[config.mk]
export PLATFORM = sky130hd
export DESIGN_NAME = pipe_hazard_ctrl_flat
export DESIGN_NICKNAME = d
export VERILOG_FILES = /design/src/rtl/pipe_ctrl_pkg.sv /design/src/rtl/pipe_hazard_ctrl_if.sv /design/src/rtl/pipe_hazard_ctrl_load_use_detect.sv /design/src/rtl/pipe_hazard_ctrl.sv /design/src/flat_wrapper.sv
export SDC_FILE = /design/constraint.sdc
export NUM_CORES = 1
export LEC_CHECK = 0
export BUFFER_PORTS_ARGS = -buffer_cell sky130_fd_sc_hd__buf_2
export CAP_MARGIN = 0
export CORE_ASPECT_RATIO = 1.75
export CORE_MARGIN = 2
export CORE_UTILIZATION = 56
export CTS_BUF_LIST = sky130_fd_sc_hd__clkbuf_16
export CTS_CLUSTER_SIZE = 40
export DETAILED_ROUTE_END_ITERATION = 10
export PLACE_DENSITY = 0.93
export SLEW_MARGIN = 10
export SYNTH_ARGS = -nofsm -noshare
export SYNTH_HDL_FRONTEND = slang
export SYNTH_SLANG_ARGS = --single-unit
[constraint.sdc]
create_clock -name clk -period 7.1 [get_ports clk]
set_clock_uncertainty 0.2 [all_clocks]
set_input_delay 0.71 -clock clk [delete_from_list [all_inputs] [get_ports clk]]
set_output_delay 0.71 -clock clk [all_outputs]
set_load 0.05 [all_outputs]
[src/rtl/pipe_ctrl_pkg.sv]
// Shared definitions for the pipeline hazard sequencer: FSM encoding and
// the hard-wired zero register index.
package pipe_ctrl_pkg;

  typedef enum logic {
    RUN     = 1'b0,
    MD_WAIT = 1'b1
  } pipe_state_e;

  localparam logic [4:0] REG_ZERO = 5'd0;

endpackage

[src/rtl/pipe_hazard_ctrl_if.sv]
// ID/EX hazard inputs and pipeline control outputs of the hazard sequencer.
// The slave side is the sequencer; the master side is the surrounding core.
interface pipe_hazard_ctrl_if #(
  parameter int STALL_W = 32
);

  logic [4:0]         id_rs;
  logic [4:0]         id_rt;
  logic               id_uses_rs;
  logic               id_uses_rt;
  logic [4:0]         ex_rd;
  logic               ex_rf_nwe;
  logic               ex_is_ram;
  logic               ex_branch_taken;
  logic               md_req;

  logic               pc_stall;
  logic               if_id_stall;
  logic               if_id_flush;
  logic               id_ex_bubble;
  logic               md_busy;
  logic               md_done;
  logic [STALL_W-1:0] stall_cnt;

  modport master (
    output id_rs, id_rt, id_uses_rs, id_uses_rt, ex_rd, ex_rf_nwe,
           ex_is_ram, ex_branch_taken, md_req,
    input  pc_stall, if_id_stall, if_id_flush, id_ex_bubble, md_busy,
           md_done, stall_cnt
  );

  modport slave (
    input  id_rs, id_rt, id_uses_rs, id_uses_rt, ex_rd, ex_rf_nwe,
           ex_is_ram, ex_branch_taken, md_req,
    output pc_stall, if_id_stall, if_id_flush, id_ex_bubble, md_busy,
           md_done, stall_cnt
  );

endinterface

[src/rtl/pipe_hazard_ctrl_load_use_detect.sv]
// Flags a load in EX whose destination is read by the instruction in ID.
// Purely combinational.
module load_use_detect
  import pipe_ctrl_pkg::*;
(
  input  logic [4:0] id_rs_i,
  input  logic [4:0] id_rt_i,
  input  logic       id_uses_rs_i,
  input  logic       id_uses_rt_i,
  input  logic [4:0] ex_rd_i,
  input  logic       ex_rf_nwe_i,
  input  logic       ex_is_ram_i,
  output logic       load_use_o
);

  logic rs_hit;
  logic rt_hit;

  assign rs_hit = id_uses_rs_i && (id_rs_i == ex_rd_i);
  assign rt_hit = id_uses_rt_i && (id_rt_i == ex_rd_i);

  // $zero is never a real producer, so a load targeting it cannot create a hazard.
  assign load_use_o = ex_is_ram_i && ex_rf_nwe_i && (ex_rd_i != REG_ZERO)
                      && (rs_hit || rt_hit);

endmodule

[src/rtl/pipe_hazard_ctrl.sv]
// Pipeline sequencer: PC/IF-ID stall, IF-ID flush and ID-EX bubble from
// taken branches, MUL/DIV occupancy and load-use hazards; saturating stall counter.
module pipe_hazard_ctrl
  import pipe_ctrl_pkg::*;
#(
  parameter int MD_CYCLES = 32,
  parameter int MD_CNT_W  = 6,
  parameter int STALL_W   = 32
) (
  input  logic               clk,
  input  logic               reset,
  pipe_hazard_ctrl_if.slave  hz
);

  pipe_state_e         state_q, state_d;
  logic [MD_CNT_W-1:0] md_cnt_q, md_cnt_d;
  logic [STALL_W-1:0]  stall_cnt_q, stall_cnt_d;

  logic load_use;
  logic pc_stall, if_id_stall, if_id_flush, id_ex_bubble, md_busy, md_done;

  load_use_detect u_load_use (
    .id_rs_i      (hz.id_rs),
    .id_rt_i      (hz.id_rt),
    .id_uses_rs_i (hz.id_uses_rs),
    .id_uses_rt_i (hz.id_uses_rt),
    .ex_rd_i      (hz.ex_rd),
    .ex_rf_nwe_i  (hz.ex_rf_nwe),
    .ex_is_ram_i  (hz.ex_is_ram),
    .load_use_o   (load_use)
  );

  always_ff @(posedge clk or posedge reset) begin
    if (reset) begin
      state_q     <= RUN;
      md_cnt_q    <= '0;
      stall_cnt_q <= '0;
    end else begin
      state_q     <= state_d;
      md_cnt_q    <= md_cnt_d;
      stall_cnt_q <= stall_cnt_d;
    end
  end

  always_comb begin
    state_d      = state_q;
    md_cnt_d     = md_cnt_q;
    pc_stall     = 1'b0;
    if_id_stall  = 1'b0;
    if_id_flush  = 1'b0;
    id_ex_bubble = 1'b0;
    md_busy      = 1'b0;
    md_done      = 1'b0;

    if (!reset) begin
      unique case (state_q)
        RUN: begin
          // A taken branch squashes the ID instruction, so its md_req/load_use are moot.
          if (hz.ex_branch_taken) begin
            if_id_flush  = 1'b1;
            id_ex_bubble = 1'b1;
          end else if (hz.md_req) begin
            pc_stall     = 1'b1;
            if_id_stall  = 1'b1;
            id_ex_bubble = 1'b1;
            state_d      = MD_WAIT;
            md_cnt_d     = MD_CNT_W'(MD_CYCLES - 1);
          end else if (load_use) begin
            pc_stall     = 1'b1;
            if_id_stall  = 1'b1;
            id_ex_bubble = 1'b1;
          end
        end
        MD_WAIT: begin
          md_busy = 1'b1;
          if (md_cnt_q != '0) begin
            pc_stall     = 1'b1;
            if_id_stall  = 1'b1;
            id_ex_bubble = 1'b1;
            md_cnt_d     = md_cnt_q - MD_CNT_W'(1);
          end else begin
            // Release cycle: the MUL/DIV advances, and its still-high md_req must not restart it.
            md_done = 1'b1;
            state_d = RUN;
          end
        end
        default: state_d = RUN;
      endcase
    end
  end

  assign stall_cnt_d = (pc_stall && !(&stall_cnt_q)) ? stall_cnt_q + STALL_W'(1)
                                                     : stall_cnt_q;

  assign hz.pc_stall     = pc_stall;
  assign hz.if_id_stall  = if_id_stall;
  assign hz.if_id_flush  = if_id_flush;
  assign hz.id_ex_bubble = id_ex_bubble;
  assign hz.md_busy      = md_busy;
  assign hz.md_done      = md_done;
  assign hz.stall_cnt    = stall_cnt_q;

endmodule

[src/flat_wrapper.sv]
// flat-port wrapper written by rule: the top's interface ports become plain ports
module pipe_hazard_ctrl_flat import pipe_ctrl_pkg::*;
#(
  parameter int MD_CYCLES = 32,
  parameter int MD_CNT_W  = 6,
  parameter int STALL_W   = 32
)
  (clk, reset, hz_id_rs, hz_id_rt, hz_id_uses_rs, hz_id_uses_rt, hz_ex_rd, hz_ex_rf_nwe, hz_ex_is_ram, hz_ex_branch_taken, hz_md_req, hz_pc_stall, hz_if_id_stall, hz_if_id_flush, hz_id_ex_bubble, hz_md_busy, hz_md_done, hz_stall_cnt);
  pipe_hazard_ctrl_if #(.STALL_W(STALL_W)) hz_i ();
  input  logic clk;
  input  logic reset;
  input wire logic [$bits(hz_i.id_rs)-1:0] hz_id_rs;
  input wire logic [$bits(hz_i.id_rt)-1:0] hz_id_rt;
  input wire logic [$bits(hz_i.id_uses_rs)-1:0] hz_id_uses_rs;
  input wire logic [$bits(hz_i.id_uses_rt)-1:0] hz_id_uses_rt;
  input wire logic [$bits(hz_i.ex_rd)-1:0] hz_ex_rd;
  input wire logic [$bits(hz_i.ex_rf_nwe)-1:0] hz_ex_rf_nwe;
  input wire logic [$bits(hz_i.ex_is_ram)-1:0] hz_ex_is_ram;
  input wire logic [$bits(hz_i.ex_branch_taken)-1:0] hz_ex_branch_taken;
  input wire logic [$bits(hz_i.md_req)-1:0] hz_md_req;
  output wire logic [$bits(hz_i.pc_stall)-1:0] hz_pc_stall;
  output wire logic [$bits(hz_i.if_id_stall)-1:0] hz_if_id_stall;
  output wire logic [$bits(hz_i.if_id_flush)-1:0] hz_if_id_flush;
  output wire logic [$bits(hz_i.id_ex_bubble)-1:0] hz_id_ex_bubble;
  output wire logic [$bits(hz_i.md_busy)-1:0] hz_md_busy;
  output wire logic [$bits(hz_i.md_done)-1:0] hz_md_done;
  output wire logic [$bits(hz_i.stall_cnt)-1:0] hz_stall_cnt;
  assign hz_i.id_rs = hz_id_rs;
  assign hz_i.id_rt = hz_id_rt;
  assign hz_i.id_uses_rs = hz_id_uses_rs;
  assign hz_i.id_uses_rt = hz_id_uses_rt;
  assign hz_i.ex_rd = hz_ex_rd;
  assign hz_i.ex_rf_nwe = hz_ex_rf_nwe;
  assign hz_i.ex_is_ram = hz_ex_is_ram;
  assign hz_i.ex_branch_taken = hz_ex_branch_taken;
  assign hz_i.md_req = hz_md_req;
  assign hz_pc_stall = hz_i.pc_stall;
  assign hz_if_id_stall = hz_i.if_id_stall;
  assign hz_if_id_flush = hz_i.if_id_flush;
  assign hz_id_ex_bubble = hz_i.id_ex_bubble;
  assign hz_md_busy = hz_i.md_busy;
  assign hz_md_done = hz_i.md_done;
  assign hz_stall_cnt = hz_i.stall_cnt;
  pipe_hazard_ctrl #(.MD_CYCLES(MD_CYCLES), .MD_CNT_W(MD_CNT_W), .STALL_W(STALL_W)) u_core (.clk(clk), .reset(reset), .hz(hz_i));
endmodule
==> impl_metrics.env <==
export IMPL_relSlewSlack_pct=57.8
export IMPL_route_met3_wl_um=329
export IMPL_leakagePower_nw=1.38
export IMPL_numCtsBuffers=5
export IMPL_ctsHoldBuffers=0
export IMPL_cts_max_level=2
export IMPL_rows=29
export IMPL_crit_required_ns=6.19
export IMPL_io_buffers=60
export IMPL_r2r_start="u_core.md_cnt_q[0]"
export IMPL_synth_area_leaders="dfrtp_1 46%, xor2_1 10%, xnor2_1 6.6%"
export IMPL_synth_top_cell_area_share_pct=46.0
export IMPL_die_area_mm2=0.00432
export IMPL_wl_um=4970
export IMPL_drv_cap=0
export IMPL_whs_ns=0.159
export IMPL_setup_viol=0
export IMPL_dieHeight_um=85.5
export IMPL_crit_start="u_core.md_cnt_q[0]"
export IMPL_die_w_um=50.5
export IMPL_track_usage_pct=26.2
export IMPL_vias=1876
export IMPL_avgRoutedWirePerCell_um=15.1
export IMPL_synth_largest_area_cell="dfrtp_1"
export IMPL_synth_area_mm2=0.00212
export IMPL_detail_route_antenna_nets=0
export IMPL_nets=308
export IMPL_start_kind="register"
export IMPL_wl_met2_um=2690
export IMPL_yosysSeqAreaShare_pct=46.0
export IMPL_period_share_pct=43.7
export IMPL_crit_arrival_ns=2.19
export IMPL_r2r_cells=8
export IMPL_setup_worst_path_class="register to output port"
export IMPL_layout_setup_ws_ns=4.00
export IMPL_worstReg2RegEnd="u_core.hz.stall_cnt[31]"
export IMPL_grt_pass1_wl_um=8540
export IMPL_final_common_cell="buf_2"
export IMPL_yosysUniqueCellTypes=39
export IMPL_ios=61
export IMPL_dr_pass1_iters=4
export IMPL_status="complete, no violations"
export IMPL_fin_util_pct=71.6
export IMPL_clockBufferDepth=2
export IMPL_final_cell_mix="60 x buf_2, 39 x dfrtp_1, 25 x xor2_1"
export IMPL_clk_latency_ns=0.28
export IMPL_p_per_area_mw_per_mm2=279
export IMPL_crit_fanout=4
export IMPL_hold_viol_final=0
export IMPL_core_mm2=0.00363
export IMPL_cts_sinks=39
export IMPL_dpl_hpwl_um=3620
export IMPL_finalMaxSlewViolations=0
export IMPL_worst_slew_pin_transition_ns=0.632
export IMPL_syn_num_nets=247
export IMPL_grt_max_degree=37
export IMPL_initial_core_util_pct=58.5
export IMPL_via_per_inst=5.70
export IMPL_fin_setup_tns_ns=0
export IMPL_top_layer="met4"
export IMPL_hp_class="primary input to async pin"
export IMPL_cp_end_kind="output port"
export IMPL_grt_pass1_vias=1961
export IMPL_rsz0062_at_grt="false"
export IMPL_synth_seq_cells=39
export IMPL_place_congestion=0.753
export IMPL_overflow=0
export IMPL_diodes=0
export IMPL_clk_pin_slew_ns=0.06
export IMPL_antenna_found_initial=0
export IMPL_fin_crit_ns=3.10
export IMPL_yosysWarnings=0
export IMPL_wl_met1_um=1840
export IMPL_irDropWorstVdd_v=0.000292
export IMPL_cts_tree="yes"
export IMPL_drc=0
export IMPL_place_ws_ns=4.03
export IMPL_cts_repair_resized=0
export IMPL_drive_above_1_share_pct=25.1
export IMPL_syn2layout_area_growth_pct=22.4
export IMPL_synth_area_per_cell_um2=9.61
export IMPL_drt_iter0_markers=61
export IMPL_synthCells=221
export IMPL_cts_root_buf="clkbuf_16"
export IMPL_reg2reg_slack_ns=4.15
export IMPL_max_clock_freq_ghz=0.322
export IMPL_postCtsSetupBuffers=0
how the worst max path moves through the flow:
| stage | to | slack [ns] |
|---|---|---|
| 2_1_floorplan | hz_pc_stall | 3.99 |
| 3_3_place_gp | hz_pc_stall | 4.05 |
| 3_5_place_dp | hz_if_id_stall | 4.03 |
| 4_1_cts | hz_if_id_stall | 3.98 |
| 5_1_grt | hz_if_id_stall | 3.85 |
| 6_report | hz_if_id_stall | 4.00 |
report_power, final:
| group | internal (mW) | total [mW] | leakage (nW) | switching [mW] |
|---|---|---|---|---|
| combinational | 0.0571 | 0.179 | 0.802 | 0.122 |
| clock | 0.164 | 0.251 | 0.0812 | 0.0877 |
| sequential | 0.254 | 0.294 | 0.493 | 0.0401 |
| total | 0.475 | 0.725 | 1.38 | 0.250 |
cells in the mapped netlist (all sizes together):
master / number
o21a: 1
and2: 1
or4b: 1
nor3: 15
nor2b: 1
and3: 6
xor2: 25
o21ai: 3
xnor2: 16
a21o: 1
and4: 1
nor4: 8
ha: 3
dfrtp: 39
a31oi: 2
o22a: 1
nand3: 18
nand2: 17
nor4bb: 1
inv: 12
o2bb2ai: 1
nand4: 7
o22ai: 1
o221ai: 1
or4: 2
clkbuf: 2
nor2: 20
mux2: 1
o311a: 1
a21oi: 5
buf: 5
a221oi: 1
or3: 1
o31a: 1
metrics by stage:
step                total power, mW  instances  cell area, µm²
finish                        0.725        329            2600
global route                  0.759        329            2600
CTS                           0.730        329            2600
detailed placement            0.478        321            2430
global placement              0.468        321            2430
floorplan                     0.433        221            2120
registers in the layout (all words and copies together) (netlist names):
register and count:
u_core.hz.stall_cnt 32, u_core.state_q 1, u_core.md_cnt_q 6
layer usage:
metal	up-vias	GRT usage, %
li1	886	-
met1	906	25.8
met2	76	49.5
met3	8	5.46
met4	0	12.8
met5	-	0
cell families after synthesis:
kind of cell	count (synthesis)	share of synthesized area (%)
fa+ha+maj	3	1.77
buf+inv	19	4.66
xor+xnor	41	16.9
mux	1	0.530
simple gates	99	24.2
compound gates	19	6.01
flops	39	46.0
final cells by class:
| class | count | area, µm² |
|---|---|---|
| sequential | 39 | 976 |
| inverter | 12 | 45.0 |
| fill | 292 | 1030 |
| multi-input combinational | 163 | 1050 |
| clock buffer | 5 | 125 |
| tap | 46 | 57.6 |
| clock inverter | 3 | 38.8 |
| timing repair buffer | 61 | 308 |
critical path, stage by stage (launching register included):
cell and delay [ns]:
dfrtp_1 0.40, inv_1 0.08, ha_1 0.19, nor4bb_1 0.16
a221oi_1 0.40, o31a_1 0.26, nand2_1 0.08, inv_1 0.08
buf_2 0.26
Note: power is estimated with default switching activity, not from simulation.
